`src/rtl/clk_div_prog_if.sv`:
```
// Control/status bundle for the programmable clock divider.
// The master drives the enable and ratio-load request; the slave (the divider)
// returns the divided clock and its status pulses.
interface clk_div_prog_if #(
  parameter int CNT_W = 16
);
  logic             en;
  logic             div_load;
  logic [CNT_W-1:0] div_val;
  logic [CNT_W-1:0] high_val;
  logic             clk_out;
  logic             tick;
  logic             per_end;
  logic             upd_pend;

  modport master (
    output en, div_load, div_val, high_val,
    input  clk_out, tick, per_end, upd_pend
  );

  modport slave (
    input  en, div_load, div_val, high_val,
    output clk_out, tick, per_end, upd_pend
  );
endinterface

```
`src/rtl/clk_div_prog.sv`:
```
// Programmable clock divider with period N and high time H, both in clk cycles.
// A phase counter runs 0..N-1.  clk_out is high in the last H cycles of each
// period.  New ratios are clamped, parked in shadow registers and only
// applied at a period boundary, so a period is never cut short or stretched.
module clk_div_prog #(
  parameter int CNT_W    = 16,
  parameter int DEF_DIV  = 4,
  parameter int DEF_HIGH = 2
) (
  input  logic          clk_i,
  input  logic          rst_i,
  clk_div_prog_if.slave div_if
);

  logic [CNT_W-1:0] ph_q, ph_d;
  logic [CNT_W-1:0] n_act_q, n_act_d;
  logic [CNT_W-1:0] h_act_q, h_act_d;
  logic [CNT_W-1:0] n_sh_q, n_sh_d;
  logic [CNT_W-1:0] h_sh_q, h_sh_d;
  logic             upd_pend_q, upd_pend_d;
  logic             clk_out_q, clk_out_d;

  logic [CNT_W-1:0] n_clamp;
  logic [CNT_W-1:0] h_clamp;
  logic             boundary;

  // Clamp the requested ratio: N >= 2 and 1 <= H <= N-1, so N-H >= 1 always.
  always_comb begin
    n_clamp = (div_if.div_val < CNT_W'(2)) ? CNT_W'(2) : div_if.div_val;
    if (div_if.high_val == '0)
      h_clamp = CNT_W'(1);
    else if (div_if.high_val >= n_clamp)
      h_clamp = n_clamp - CNT_W'(1);
    else
      h_clamp = div_if.high_val;
  end

  // Next-state: advance phase, swap in new settings only at a period boundary.
  always_comb begin
    boundary   = div_if.en && (ph_q == n_act_q - CNT_W'(1));
    ph_d       = ph_q;
    n_act_d    = n_act_q;
    h_act_d    = h_act_q;
    n_sh_d     = n_sh_q;
    h_sh_d     = h_sh_q;
    upd_pend_d = upd_pend_q;

    if (div_if.en) begin
      if (boundary) begin
        // Shadow equals active when nothing is pending, so always copying is safe.
        ph_d       = '0;
        n_act_d    = div_if.div_load ? n_clamp : n_sh_q;
        h_act_d    = div_if.div_load ? h_clamp : h_sh_q;
        upd_pend_d = 1'b0;
      end else begin
        ph_d = ph_q + CNT_W'(1);
      end
    end

    if (div_if.div_load) begin
      n_sh_d = n_clamp;
      h_sh_d = h_clamp;
      if (!boundary) upd_pend_d = 1'b1;
    end

    // Derived from next phase and next settings so the output flop is glitch-free.
    clk_out_d = (ph_d >= n_act_d - h_act_d);
  end

  // State registers with synchronous reset to the default ratio.
  always_ff @(posedge clk_i) begin
    if (rst_i) begin
      ph_q       <= '0;
      n_act_q    <= CNT_W'(DEF_DIV);
      h_act_q    <= CNT_W'(DEF_HIGH);
      n_sh_q     <= CNT_W'(DEF_DIV);
      h_sh_q     <= CNT_W'(DEF_HIGH);
      upd_pend_q <= 1'b0;
      clk_out_q  <= 1'b0;
    end else begin
      ph_q       <= ph_d;
      n_act_q    <= n_act_d;
      h_act_q    <= h_act_d;
      n_sh_q     <= n_sh_d;
      h_sh_q     <= h_sh_d;
      upd_pend_q <= upd_pend_d;
      clk_out_q  <= clk_out_d;
    end
  end

  assign div_if.clk_out  = clk_out_q;
  assign div_if.upd_pend = upd_pend_q;
  assign div_if.tick     = div_if.en && (ph_q == n_act_q - h_act_q);
  assign div_if.per_end  = boundary;

endmodule

```
`src/flat_wrapper.sv`:
```
// flat-port wrapper written by rule: the top's interface ports become plain ports
module clk_div_prog_flat 
#(
  parameter int CNT_W    = 16,
  parameter int DEF_DIV  = 4,
  parameter int DEF_HIGH = 2
)
  (clk_i, rst_i, div_if_en, div_if_div_load, div_if_div_val, div_if_high_val, div_if_clk_out, div_if_tick, div_if_per_end, div_if_upd_pend);
  clk_div_prog_if #(.CNT_W(CNT_W)) div_if_i ();
  input  logic clk_i;
  input  logic rst_i;
  input wire logic [$bits(div_if_i.en)-1:0] div_if_en;
  input wire logic [$bits(div_if_i.div_load)-1:0] div_if_div_load;
  input wire logic [$bits(div_if_i.div_val)-1:0] div_if_div_val;
  input wire logic [$bits(div_if_i.high_val)-1:0] div_if_high_val;
  output wire logic [$bits(div_if_i.clk_out)-1:0] div_if_clk_out;
  output wire logic [$bits(div_if_i.tick)-1:0] div_if_tick;
  output wire logic [$bits(div_if_i.per_end)-1:0] div_if_per_end;
  output wire logic [$bits(div_if_i.upd_pend)-1:0] div_if_upd_pend;
  assign div_if_i.en = div_if_en;
  assign div_if_i.div_load = div_if_div_load;
  assign div_if_i.div_val = div_if_div_val;
  assign div_if_i.high_val = div_if_high_val;
  assign div_if_clk_out = div_if_i.clk_out;
  assign div_if_tick = div_if_i.tick;
  assign div_if_per_end = div_if_i.per_end;
  assign div_if_upd_pend = div_if_i.upd_pend;
  clk_div_prog #(.CNT_W(CNT_W), .DEF_DIV(DEF_DIV), .DEF_HIGH(DEF_HIGH)) u_core (.clk_i(clk_i), .rst_i(rst_i), .div_if(div_if_i));
endmodule
```
`config.mk`:
```
export PLATFORM = sky130hd
export DESIGN_NAME = clk_div_prog_flat
export DESIGN_NICKNAME = d
export VERILOG_FILES = /design/src/rtl/clk_div_prog_if.sv /design/src/rtl/clk_div_prog.sv /design/src/flat_wrapper.sv
export SDC_FILE = /design/constraint.sdc
export NUM_CORES = 1
export LEC_CHECK = 0
export ABC_AREA = 1
export ABC_CLOCK_PERIOD_IN_PS = 5850
export BUFFER_PORTS_ARGS = -buffer_cell sky130_fd_sc_hd__buf_4
export CAP_MARGIN = 15
export CORE_MARGIN = 4
export CORE_UTILIZATION = 35
export CTS_CLUSTER_DIAMETER = 60
export CTS_CLUSTER_SIZE = 30
export DETAILED_ROUTE_END_ITERATION = 8
export PLACE_DENSITY = 0.59
export SLEW_MARGIN = 20
export SYNTH_ARGS = -nofsm -noshare
export SYNTH_HDL_FRONTEND = slang
export SYNTH_SLANG_ARGS = --single-unit
```
`constraint.sdc`:
```
create_clock -name clk_i -period 5.85 [get_ports clk_i]
set_input_delay 0.2925 -clock clk_i [delete_from_list [all_inputs] [get_ports clk_i]]
set_output_delay 0.2925 -clock clk_i [all_outputs]
set_load 0.03 [all_outputs]
```
==> metrics.csv <==
stage,metric,value,unit
outcome,status,finished clean,
route,drc,0,
pwr,power_frac_seq,34.7,%
timing,slew_headroom,39.01,%
timing,fin_tns_setup,0,ps
pwr,switching_share,33.10,%
placement,gp_congestion,0.9295,
clocking,cts_tree,built,
yosys,synth_xor_area_share,6.119,%
timing,drv_slew,0,
timing,grt_setup_unrepaired,false,
route,vias,7247,
worst_setup_path,crit_arrival,5390,ps
worst_setup_path,rr_worst_depth,32,
worst_setup_path,worst-setup-path-type,flop to flop,
timing,period_share,87.05,%
floorplanning,floorplan.initialDensity,35.68,%
route,drt_iter0_drc,469,
yosys,synth_top_family_by_area,simple AND/OR/NAND/NOR gates,
placement,hpwl,17430,um
global_routing,gr-usage-all-layers,18.18,%
worst_setup_path,cp_slowest_cell,dfxtp_1,
yosys,synthArstFlopShare,0,%
worst_setup_path,worst-path-max-fanout,9,
timing,clock.fmax,196.4,MHz
floorplanning,ios,40,
min_path,min_to,u_core.n_sh_q[2],
route,via_per_inst,4.806,
floorplanning,die_h,154.6,um
clocking,cts-root-buf,clkbuf_16,
yosys,yosysUniqueCellTypes,48,
yosys,yosysWarningCount,0,
pwr,p_comb_share,29.1,%
clocking,path_clk_slew,70,ps
finish,final_cell_mix,"nand2_1 (280), nor2_1 (190), inv_1 (187)",
timing,hold_viol,0,
pwr,p_switching,0.5656,mW
timing,setup_violations,0,
worst_setup_path,worst_setup_path_start_kind,flop,
clocking,post_cts_resized,0,
timing,layout_min_cycle_time,5093,ps
clocking,clockBufferDepth,2,
pwr,p_per_area,204.6,nW/um^2
worst_setup_path,required,6140,ps
global_routing,grt_start_max_net_pins,79,
worst_setup_path,regToRegEndpoint,u_core.div_if.clk_out,
flow_run,max_cap_violations,0,
timing,worst_clock_skew,7.729,ps
worst_setup_path,cpPeakStageDelay,470,ps
route,ant_nets,0,
route,routed_wl,21470,um
finish,drive_gt1_share,9.813,%
yosys,synth_top_flop_cell,dfxtp_1,
global_routing,antenna_found_initial,0,
yosys,ys_seq_elements,82,
yosys,synth-compound-area-share,12.39,%
pwr,ir_worst_vdd,0.0001099,V
pwr,design_power_total,1.709,mW
finish,final_common_cell,nand2_1,
min_path,hold_path_depth,3,
route,firstDrtPassIters,5,
floorplanning,die_x,154.6,um
clocking,cts_buffers,9,
yosys,synth_fa_ha_area_share,11.34,%
clocking,clock_latency,350,ps
pwr,intPower,1.143,mW
finish,fillers,2333,
clocking,cts_setup_buffers,0,
yosys,synth_edf_count,0,
floorplanning,core,21090,sq um
timing,worst_slew_pin_slew,914.8,ps
worst_setup_path,end_kind,flop,
clocking,cts.sinks,82,
clocking,htreeDepth,3,
route,drt-wirelength-per-cell,14.23,um
pwr,p_clk_share,36.3,%
yosys,ys_seq_area_share,21.82,%
finish,diodes,0,
floorplanning,dieArea,23910,sq um
worst_setup_path,r2r_start,u_core.n_act_q[1],
global_routing,first_global_vias,7027,
floorplanning,num_rows,53,
worst_setup_path,reg2reg_slack,760,ps
min_path,hold_class,primary input to flop,
finish,area_growth,10.96,%
yosys,syn_area_per_cell,6.276,sq um
global_routing,grt_pass1_wl,35250,um
yosys,syn_area,7525,sq um
clocking,holdBufCountCts,0,
yosys,syn_inst,1199,
yosys,synth_nets,1302,
finish,finalNetCount,1331,
pwr,leakage,4.394,nW
placement,port-buffer-count,39,
global_routing,gr-total-overflow,0,
min_path,worstHoldStart,div_if_div_val[2],
yosys,synth_simple_gate_area_share,36.28,%
yosys,synthMuxAreaShare,0.1330,%
[power by group through the flow]
stage / logic, mW / registers, mW / clock network, mW
final: 0.497 / 0.592 / 0.620
after global routing: 0.568 / 0.594 / 0.658
after CTS: 0.494 / 0.592 / 0.634
after detailed placement: 0.490 / 0.604 / 0
after global placement: 0.487 / 0.604 / 0
after floorplan: 0.367 / 0.603 / 0
[final cells by class]
class	instances	area, sq um	share of cell area (%)
timing repair buffer	45	337.8	4.046
clock buffer	10	229.0	2.742
inverter	191	721.9	8.647
tap	275	344.1	4.121
multi-input combinational	899	4986	59.72
clock inverter	6	88.84	1.064
sequential	82	1642	19.66
[sequential cells by signal, indices dropped and copies added, names as in the netlist]
signal / count
u_core.ph_q: 16
u_core.h_sh_q: 16
u_core.n_act_q: 16
u_core.div_if.clk_out: 1
u_core.h_act_q: 16
u_core.div_if.upd_pend: 1
u_core.n_sh_q: 16
[cells in the mapped netlist, types with 10 or more instances]
cell,number,area (sq um)
a21oi_1,49,245.2
clkbuf_1,13,48.80
dfxtp_1,82,1642
ha_1,65,813.3
inv_1,187,701.9
nand2_1,280,1051
nand3_1,76,380.4
nand4_1,16,100.1
nor2_1,190,713.2
nor2_2,14,87.58
nor3_1,10,50.05
o211ai_1,14,105.1
o21ai_0,51,255.2
o21ai_2,15,131.4
xnor2_1,15,131.4
xor2_1,35,306.5
[cell families after synthesis]
family / Yosys count
xor gates and xnor gates: 51
adders and majority gates: 67
DFF: 82
buffers and inverters: 218
AOI/OAI and AO/OA: 155
muxes: 1
and+or+nand+nor: 625
[layer usage]
| layer | global-route usage (%) | share of wire (%) | wire length (um) |
|---|---|---|---|
| met5 | 0 | 0 | 0 |
| met4 | 4.373 | 1.7 | 365 |
| met3 | 2.630 | 3.1 | 655 |
| met2 | 30.64 | 46 | 9928 |
| met1 | 24.54 | 49 | 10520 |
[metrics by stage]
step / instances / setup slack (ps) / hold WS, ps / util, % / area [sq um]
after floorplan: 1199 / 1385 / 424.3 / - / 7525
after global placement: 1492 / 814.5 / 441.5 / 38.09 / 8031
after detailed placement: 1492 / 741.2 / 450.6 / 38.09 / 8031
after CTS: 1508 / 794.8 / 246.4 / 39.59 / 8349
after global routing: 1508 / 312.1 / 257.6 / 39.59 / 8349
final: 1508 / 757.4 / 253.9 / 39.59 / 8349
[worst max-delay path by stage]
stage                 startpoint                    end  slack [ps]
2_1_floorplan  div_if_div_val[2]  u_core.div_if.clk_out        1390
3_3_place_gp   div_if_div_val[2]  u_core.div_if.clk_out         810
3_5_place_dp   div_if_div_val[9]  u_core.div_if.clk_out         740
4_1_cts        u_core.n_act_q[1]  u_core.div_if.clk_out         790
5_1_grt        u_core.n_act_q[1]  u_core.div_if.clk_out         310
6_report       u_core.n_act_q[1]  u_core.div_if.clk_out         760
[worst max-delay path: cells and delay by family (launching register included)]
kind	cells	cell delay (ps)
DFF	1	470
xor gates and xnor gates	1	170
buffers and inverters	5	370
and+or+nand+nor	18	2290
adders and majority gates	4	1150
AOI/OAI and AO/OA	4	580
Power figures use the tool's default switching activity.
